<file path="src/rtl/ps2_mouse_ctrl.sv">
// ps2_mouse_ctrl: PS/2 mouse sequencer. Runs the power-up handshake
// (FF reset, FA ack, AA BAT, 00 ID, F4 enable, FA ack) through the ps2tx/ps2rx
// pair, then assembles 3-byte stream packets into a clamped cursor position
// and button state. Optional watchdog enabled by defining MOUSE_TIMEOUT_EN.
module ps2_mouse_ctrl #(
  parameter int X_MAX          = 639,
  parameter int Y_MAX          = 479,
  parameter int X_INIT         = 6,
  parameter int Y_INIT         = 6,
  parameter int MAX_RETRIES    = 3,
  parameter int TIMEOUT_CYCLES = 2_500_000
) (
  input  logic       clk,
  input  logic       rst,
  input  logic       rx_done_tick,
  input  logic [7:0] rx_dout,
  input  logic       tx_idle,
  input  logic       tx_done_tick,
  output logic       wr_ps2,
  output logic [7:0] din,
  output logic [9:0] mouse_x,
  output logic [9:0] mouse_y,
  output logic [2:0] buttons,
  output logic       packet_valid,
  output logic       init_done,
  output logic       init_error
);

  localparam int RETRY_W = (MAX_RETRIES < 1) ? 1 : $clog2(MAX_RETRIES + 1);
  localparam logic signed [10:0] X_LIM = 11'(X_MAX);
  localparam logic signed [10:0] Y_LIM = 11'(Y_MAX);

  typedef enum logic [3:0] {
    S_SEND_FF, S_WAIT_TX_FF, S_ACK_FF, S_BAT, S_ID,
    S_SEND_F4, S_WAIT_TX_F4, S_ACK_F4,
    S_B0, S_B1, S_B2, S_FAIL
  } state_t;

  state_t               state;
  logic [RETRY_W-1:0]   retry_cnt;
  logic                 rx_ev;
  logic                 ack_state;
  logic                 init_phase;
  logic [7:0]           exp_byte;
  logic                 init_fault;
  logic                 tmo;

  // Packet bytes; b0 keeps {y_ovf, x_ovf, y_sign, x_sign, buttons[2:0]}
  logic [6:0]           b0_p0;
  logic [7:0]           b1_p0;
  logic [7:0]           b2_p0;
  logic                 vld_p0;
  logic signed [8:0]    dx_p0;
  logic signed [8:0]    dy_p0;
  logic signed [10:0]   x_sum_p0;
  logic signed [10:0]   y_sum_p0;

  // Saturate an 11-bit signed intermediate into [0, lim]
  function automatic logic [9:0] clamp(input logic signed [10:0] v,
                                       input logic signed [10:0] lim);
    if (v < 0)
      return 10'd0;
    else if (v > lim)
      return lim[9:0];
    else
      return v[9:0];
  endfunction

  // A tx completion wins over a simultaneous rx byte, which is dropped
  assign rx_ev = rx_done_tick & ~tx_done_tick;

  // Expected handshake byte for the current ack/response state
  always_comb begin
    exp_byte   = 8'hFA;
    ack_state  = 1'b0;
    case (state)
      S_ACK_FF: begin ack_state = 1'b1; exp_byte = 8'hFA; end
      S_BAT:    begin ack_state = 1'b1; exp_byte = 8'hAA; end
      S_ID:     begin ack_state = 1'b1; exp_byte = 8'h00; end
      S_ACK_F4: begin ack_state = 1'b1; exp_byte = 8'hFA; end
      default:  ;
    endcase
  end

  assign init_phase = (state != S_B0) && (state != S_B1) &&
                      (state != S_B2) && (state != S_FAIL);
  assign init_fault = (rx_ev & ack_state & (rx_dout != exp_byte)) |
                      (tmo & init_phase);

`ifdef MOUSE_TIMEOUT_EN
  localparam int CNT_W = $clog2(TIMEOUT_CYCLES + 1);
  logic [CNT_W-1:0] tmo_cnt;
  state_t           state_q;

  // Watchdog: cleared by any tick or state change, saturates at the limit
  always_ff @(posedge clk) begin
    if (rst) begin
      tmo_cnt <= '0;
      state_q <= S_SEND_FF;
    end else begin
      state_q <= state;
      if (rx_done_tick || tx_done_tick || (state != state_q))
        tmo_cnt <= '0;
      else if (tmo_cnt != CNT_W'(TIMEOUT_CYCLES - 1))
        tmo_cnt <= tmo_cnt + 1'b1;
    end
  end

  assign tmo = (tmo_cnt == CNT_W'(TIMEOUT_CYCLES - 1)) &&
               !rx_done_tick && !tx_done_tick && (state == state_q);
`else
  assign tmo = 1'b0;
`endif

  // Control FSM: init handshake, retry bookkeeping and packet byte framing
  always_ff @(posedge clk) begin
    if (rst) begin
      state      <= S_SEND_FF;
      retry_cnt  <= '0;
      wr_ps2     <= 1'b0;
      din        <= 8'h00;
      init_done  <= 1'b0;
      init_error <= 1'b0;
      vld_p0     <= 1'b0;
    end else begin
      wr_ps2 <= 1'b0;
      vld_p0 <= 1'b0;
      if (init_fault) begin
        if (retry_cnt == RETRY_W'(MAX_RETRIES)) begin
          state      <= S_FAIL;
          init_error <= 1'b1;
        end else begin
          retry_cnt <= retry_cnt + 1'b1;
          state     <= S_SEND_FF;
        end
      end else begin
        case (state)
          S_SEND_FF: if (tx_idle) begin
            wr_ps2 <= 1'b1;
            din    <= 8'hFF;
            state  <= S_WAIT_TX_FF;
          end
          S_WAIT_TX_FF: if (tx_done_tick) state <= S_ACK_FF;
          S_ACK_FF:     if (rx_ev) state <= S_BAT;
          S_BAT:        if (rx_ev) state <= S_ID;
          S_ID:         if (rx_ev) state <= S_SEND_F4;
          S_SEND_F4: if (tx_idle) begin
            wr_ps2 <= 1'b1;
            din    <= 8'hF4;
            state  <= S_WAIT_TX_F4;
          end
          S_WAIT_TX_F4: if (tx_done_tick) state <= S_ACK_F4;
          S_ACK_F4: if (rx_ev) begin
            state     <= S_B0;
            init_done <= 1'b1;
          end
          S_B0: if (rx_ev && rx_dout[3]) state <= S_B1;
          S_B1: begin
            if (tmo)        state <= S_B0;
            else if (rx_ev) state <= S_B2;
          end
          S_B2: begin
            if (tmo) state <= S_B0;
            else if (rx_ev) begin
              state  <= S_B0;
              vld_p0 <= 1'b1;
            end
          end
          default: ;
        endcase
      end
    end
  end

  // Packet byte capture (data only, no reset)
  always_ff @(posedge clk) begin
    if (rx_ev) begin
      case (state)
        S_B0: if (rx_dout[3]) b0_p0 <= {rx_dout[7:4], rx_dout[2:0]};
        S_B1: b1_p0 <= rx_dout;
        S_B2: b2_p0 <= rx_dout;
        default: ;
      endcase
    end
  end

  // ---- stage p0 -> p1: signed displacement and position update ----
  assign dx_p0    = {b0_p0[3], b1_p0};
  assign dy_p0    = {b0_p0[4], b2_p0};
  assign x_sum_p0 = $signed({1'b0, mouse_x}) + {{2{dx_p0[8]}}, dx_p0};
  assign y_sum_p0 = $signed({1'b0, mouse_y}) - {{2{dy_p0[8]}}, dy_p0};

  // Registered cursor/button outputs with a same-cycle packet_valid pulse
  always_ff @(posedge clk) begin
    if (rst) begin
      mouse_x      <= 10'(X_INIT);
      mouse_y      <= 10'(Y_INIT);
      buttons      <= 3'b000;
      packet_valid <= 1'b0;
    end else begin
      packet_valid <= vld_p0;
      if (vld_p0) begin
        if (!b0_p0[5]) mouse_x <= clamp(x_sum_p0, X_LIM);
        if (!b0_p0[6]) mouse_y <= clamp(y_sum_p0, Y_LIM);
        buttons <= b0_p0[2:0];
      end
    end
  end

endmodule
</file>
<file path="config.mk">
export PLATFORM = sky130hd
export DESIGN_NAME = ps2_mouse_ctrl
export DESIGN_NICKNAME = d
export VERILOG_FILES = /design/src/rtl/ps2_mouse_ctrl.sv
export SDC_FILE = /design/constraint.sdc
export NUM_CORES = 1
export LEC_CHECK = 0
export BUFFER_PORTS_ARGS = -buffer_cell sky130_fd_sc_hd__buf_2
export CELL_PAD_IN_SITES_DETAIL_PLACEMENT = 1
export CELL_PAD_IN_SITES_GLOBAL_PLACEMENT = 1
export CORE_ASPECT_RATIO = 2
export CORE_MARGIN = 2
export CORE_UTILIZATION = 45
export CTS_BUF_LIST = sky130_fd_sc_hd__clkbuf_4
export CTS_CLUSTER_SIZE = 10
export DETAILED_ROUTE_END_ITERATION = 16
export PLACE_DENSITY_LB_ADDON = 0.25
export SLEW_MARGIN = 15
export SYNTH_ARGS = -nofsm -noshare
export SYNTH_HDL_FRONTEND = slang
export SYNTH_SLANG_ARGS = --single-unit
export TNS_END_PERCENT = 100
</file>
<file path="constraint.sdc">
create_clock -name clk -period 3 [get_ports clk]
set_input_delay 0.15 -clock clk [delete_from_list [all_inputs] [get_ports clk]]
set_output_delay 0.15 -clock clk [all_outputs]
set_load 0.02 [all_outputs]
</file>
# Word level (Yosys, flattened, before mapping)
# Cells that the tools add are included.
# word_totals
latchBits	0
elab_cells	98
memories	0
ramBits	0
romBits	0
reg_bits	65
in_bits	13
# op_classes
n_reduce_logical	19
magnitude_cmp	4
shifts	0
n_mul	0
bitwise	10
eq_ne	24
addsub	3
muxes	24
div_mod_pow	0
# ops
op	n
4-bit two-way mux	12
10-bit two-way mux	4
4-bit one-hot mux with 10 select lines	1
8-bit one-hot mux with 2 select lines	2
3-bit != test, second input constant	9
11-bit by 1-bit less-than comparator with 1-bit output, second input constant	2
4-bit by 3-bit == test with 1-bit output, second input constant	4
8-bit two-way mux	2
4-bit == test, second input constant	3
2-bit AND reduction	6
10-bit by 11-bit adder with 11-bit output	1
11-bit by 10-bit > comparator with 1-bit output, second input constant	1
11-bit > comparator, second input constant	1
11-bit AND reduction	1
11-bit nonzero test	1
10-bit by 11-bit subtractor with 11-bit output	1
4-bit by 2-bit == test with 1-bit output, second input constant	2
8-bit != test	1
1-bit inverter	7
3-bit AND reduction	2
3-bit OR reduction	2
4-bit by 1-bit == test with 1-bit output, second input constant	1
4-bit zero test	1
2-bit != test, second input constant	2
10 further kinds	15

# Logic depth before layout (Yosys ltp)
# depth
depth_word	7
ltp_mapped	11

# Least setup slack after synthesis
# OpenSTA, ideal clock, no wires.
# synth_timing
path_kind	register to register
start	register mouse_x[0]
end	register mouse_x[7]
slack_ns	0.416
setup_ns	0.087
t_arrival_ns	2.497
stages_incl_launch_ff	12
n_path_buf	1
t_required_ns	2.913
synth_period_minus_slack_ns	2.584
path_cell_list	dfxtp_1 > ha_1 > inv_1 > fa_1 > nand2b_1 > a21oi_1 > o21a_1 > o31a_1 > nor2_1 > or3_1 > clkbuf_1 > o31ai_1
# synth_via
elab_chain_cells	4
elab_cells_between_ends	5
cone_classes	add/sub (1); order compare (2); mux (2)
# synth_rtl
element	line	text
start, declared	21	output logic [9:0] mouse_x,
start signal, assigned	196	mouse_x <= 10'(X_INIT);
start signal, assigned	203	if (!b0_p0[5]) mouse_x <= clamp(x_sum_p0, X_LIM);
10-bit by 11-bit adder with 11-bit output (*)	190	assign x_sum_p0 = $signed({1'b0, mouse_x}) + {{2{dx_p0[8]}}, dx_p0};
11-bit > comparator	63	else if (v > lim)
10-bit two-way mux	63	
10-bit two-way mux (*)	61	if (v < 0)
# Mark *: on every way between the ends. The rest lies on a longest branch, timed or not.
# A chain may end at the register's enable or synchronous reset.

# Final worst setup path
# Same ends and word-level chain as after synthesis.

==> summary.md <==
| Metric | Value |
|---|---|
| Critical setup path kind | reg -> reg |
| Clk_skew | 15.0 ps |
| Slew @ Worst Pin | 509 ps |
| Maximum root-to-sink buffer count | 2 |
| CTS Root Cell | clkbuf_4 |
| Final TNS setup | 0 ps |
| Fillers | 904 |
| Post-route cell area | 0.00391 mm^2 |
| Core Rows | 44 |
| Final net count | 460 |
| Post-route DRC | 0 |
| Max_cap viols | 0 |
| Hold Violations, Final | 0 |
| Yosys warnings | 0 |
| Crit path time final | 2760 ps |
| CTS tree | built |
| Clock transition at path regs | 100 ps |
| Layout cells sized above 1 | 17.7% |
| Final setup violation count | 0 |
| Yosys cell types | 58 |
| Chip Height | 127 um |
| Startpoint types | flip-flop |
| Pleak | 1.68 nW |
| Number of diodes | 0 |
| Register bit total from synthesis | 59 |
| Cells after Synth | 371 |
| Wire length of the first global-routing pass | 15.4 mm |
| Grt ovf | 0 |
| Final period util | 92.2% |
| Mean Syn Cell Area | 9.14 um^2 |
| Post-Layout Cell Count | 521 |
| Mapped cell area | 0.00339 mm^2 |
| Io pins | 48 |
| Clock latency on the worst-skew pair | 420 ps |
| Final HPWL DP | 7.57 mm |
| Core Region | 0.00727 mm^2 |
| Initial core utilization | 46.7% |
| DRT iter0 DRCs | 86 |
| ANT nets after route | 0 |
| Fin. max-slew vios | 0 |
| Fmax | 362 MHz |
| Power Dens Cells | 514 mW/mm^2 |
| Post-synth net total | 407 |
| Post-layout util | 53.8% |
| Placed Cells | 500 |
| Routed WL | 9.51 mm |
| Sequential area share after synthesis | 41.6% |
| VDD IR max | 418 uV |
| Leading cell type in the layout, fill and taps excluded | buf_2 |
| Die Span X | 65.4 um |
| Dpl cell area | 0.00370 mm^2 |
| Main synth FF type | dfxtp_1 |
| Status | finished clean |
| Worst EP arrival | 3090 ps |
| Post-DR vias/cell | 5.75 |
| Rel. slew slack | 65.9% |
| Most frequent cells in the layout | 47 x buf_2, 42 x nor2_1, 36 x dfxtp_1, 27 x a21oi_1, 25 x o21ai_0 |
| Post-synth EDFFs | 23 |
| Placer Congestion | 0.882 |
| Hold WC Path Type | in -> reg |
| Number of global-route vias before repair | 3168 |
| CP required | 3320 ps |
| Via count | 2997 |
| Post-DR wirelength/cell | 18.2 um |
| Post-CTS Setup Bufs | 0 |
| TritonCTS Buffers | 9 |
| Die ar. | 0.00829 mm^2 |
| Total iterations of the first detailed-routing run | 4 |
| Setup crit end kind | flip-flop |
| Port bufs | 47 |
| Worst setup margin | 235 ps |
| RSZ-0062 raised after global routing | false |
| Ys async rst share | 0% |
| Area grow syn2layout | 15.3% |
| Initial antenna violation count | 0 |
| Pin count of the biggest net entering global routing | 25 |
| Worst-path maximum fanout | 7 |
| Post-Place Setup Slack | 280 ps |
| Overall routing resource usage | 24.6% |
| CTS H-tree depth | 3 |
| CTS Sinks | 59 |
## per-layer routing
layer | global-route usage, % | vias to the layer above | wire [um]
met5 | 0 | - | 0
met4 | 17.3 | 0 | 642
met1 | 22.0 | 1435 | 3200
met3 | 5.23 | 40 | 296
met2 | 46.4 | 78 | 5370
li1 | - | 1444 | -
## cells in the mapped netlist (3+ instances only)
master / n / area share, %
nand2b_1: 10 / 1.8
a211oi_1: 9 / 2.0
ha_1: 21 / 7.7
edfxtp_1: 23 / 20
inv_1: 23 / 2.5
nand3_1: 3 / 0.44
o31ai_1: 4 / 0.89
o21ai_0: 25 / 3.7
xnor2_1: 7 / 1.8
mux2i_1: 6 / 1.8
nor2b_1: 10 / 1.8
o21a_1: 4 / 0.89
xor2_1: 6 / 1.5
nand2_1: 20 / 2.2
buf_4: 7 / 1.5
and3_1: 6 / 1.1
dfxtp_1: 36 / 21
nor2_1: 42 / 4.6
and2_1: 5 / 0.92
a31oi_1: 5 / 0.92
clkbuf_1: 9 / 1.0
nand4_1: 6 / 1.1
a21o_1: 3 / 0.66
nor4_1: 5 / 0.92
nor3_1: 7 / 1.0
a22oi_1: 3 / 0.66
a21oi_1: 27 / 4.0
## final timing paths
path                                start                       to  slack, ps  depth (start not counted)
setup / recovery  mouse_x[0]$_SDFFE_PP0P_  mouse_x[7]$_SDFFE_PP0P_        240                         10
hold / removal                 rx_dout[3]       b1_p0[3]$_DFFE_PP_         30                          1
setup reg to reg  mouse_x[0]$_SDFFE_PP0P_  mouse_x[7]$_SDFFE_PP0P_        240                         10
hold reg to reg   init_error$_SDFFE_PP0P_  init_error$_SDFFE_PP0P_        480                          2
## state kept, by name (all words and copies together) (netlist names)
name,flops
buttons,3
init_done,1
state,4
retry_cnt,2
wr_ps2,1
vld_p0,1
b0_p0,7
mouse_x,10
din,2
b2_p0,8
mouse_y,10
packet_valid,1
b1_p0,8
init_error,1
## critical path, stage by stage (launching register included)
cell,delay [ps]
dfxtp_1,380
ha_1,210
inv_1,70
fa_1,380
nand2b_1,190
a21oi_1,260
o21a_1,200
o31a_1,170
nor2_1,90
or3_1,480
o31ai_1,260
## timing repair
action | 4_1_cts | 5_1_grt
gates resized for setup | 0 | 0
hold endpoints to repair | 15 | 0
hold buffers | 5 | 0
setup endpoints to repair | 0 | 0
## area by class of cell
cell class	instances	area, um^2	area share, %
clock buffer	11	82.6	2.11
clock inverter	5	77.6	1.98
inverter	24	90.1	2.30
multi-input combinational	270	1790	45.7
sequential	59	1410	36.1
tap	92	115	2.94
timing repair buffer	60	345	8.83
## logic make-up after synthesis
family,Yosys count,synth area share (%)
simple gates,126,18.7
fa+ha+maj,23,8.93
xor+xnor,13,3.36
mux,6,1.77
buf+inv,42,5.64
flops,59,41.6
compound gates,102,20.0
## through the flow
step	hold WS (ps)	total power, mW
global route	5.70	2.11
CTS	5.31	2.03
floorplan	249	1.27
global placement	404	1.36
finish	32.7	2.01
detailed placement	400	1.37
## power breakdown
group	leakage [nW]	internal, mW	switching (mW)	total (mW)
registers	0.498	0.865	0.0529	0.918
clock network	0.0868	0.354	0.294	0.648
logic	1.09	0.168	0.277	0.446
Note: power is estimated with default switching activity, not from simulation.
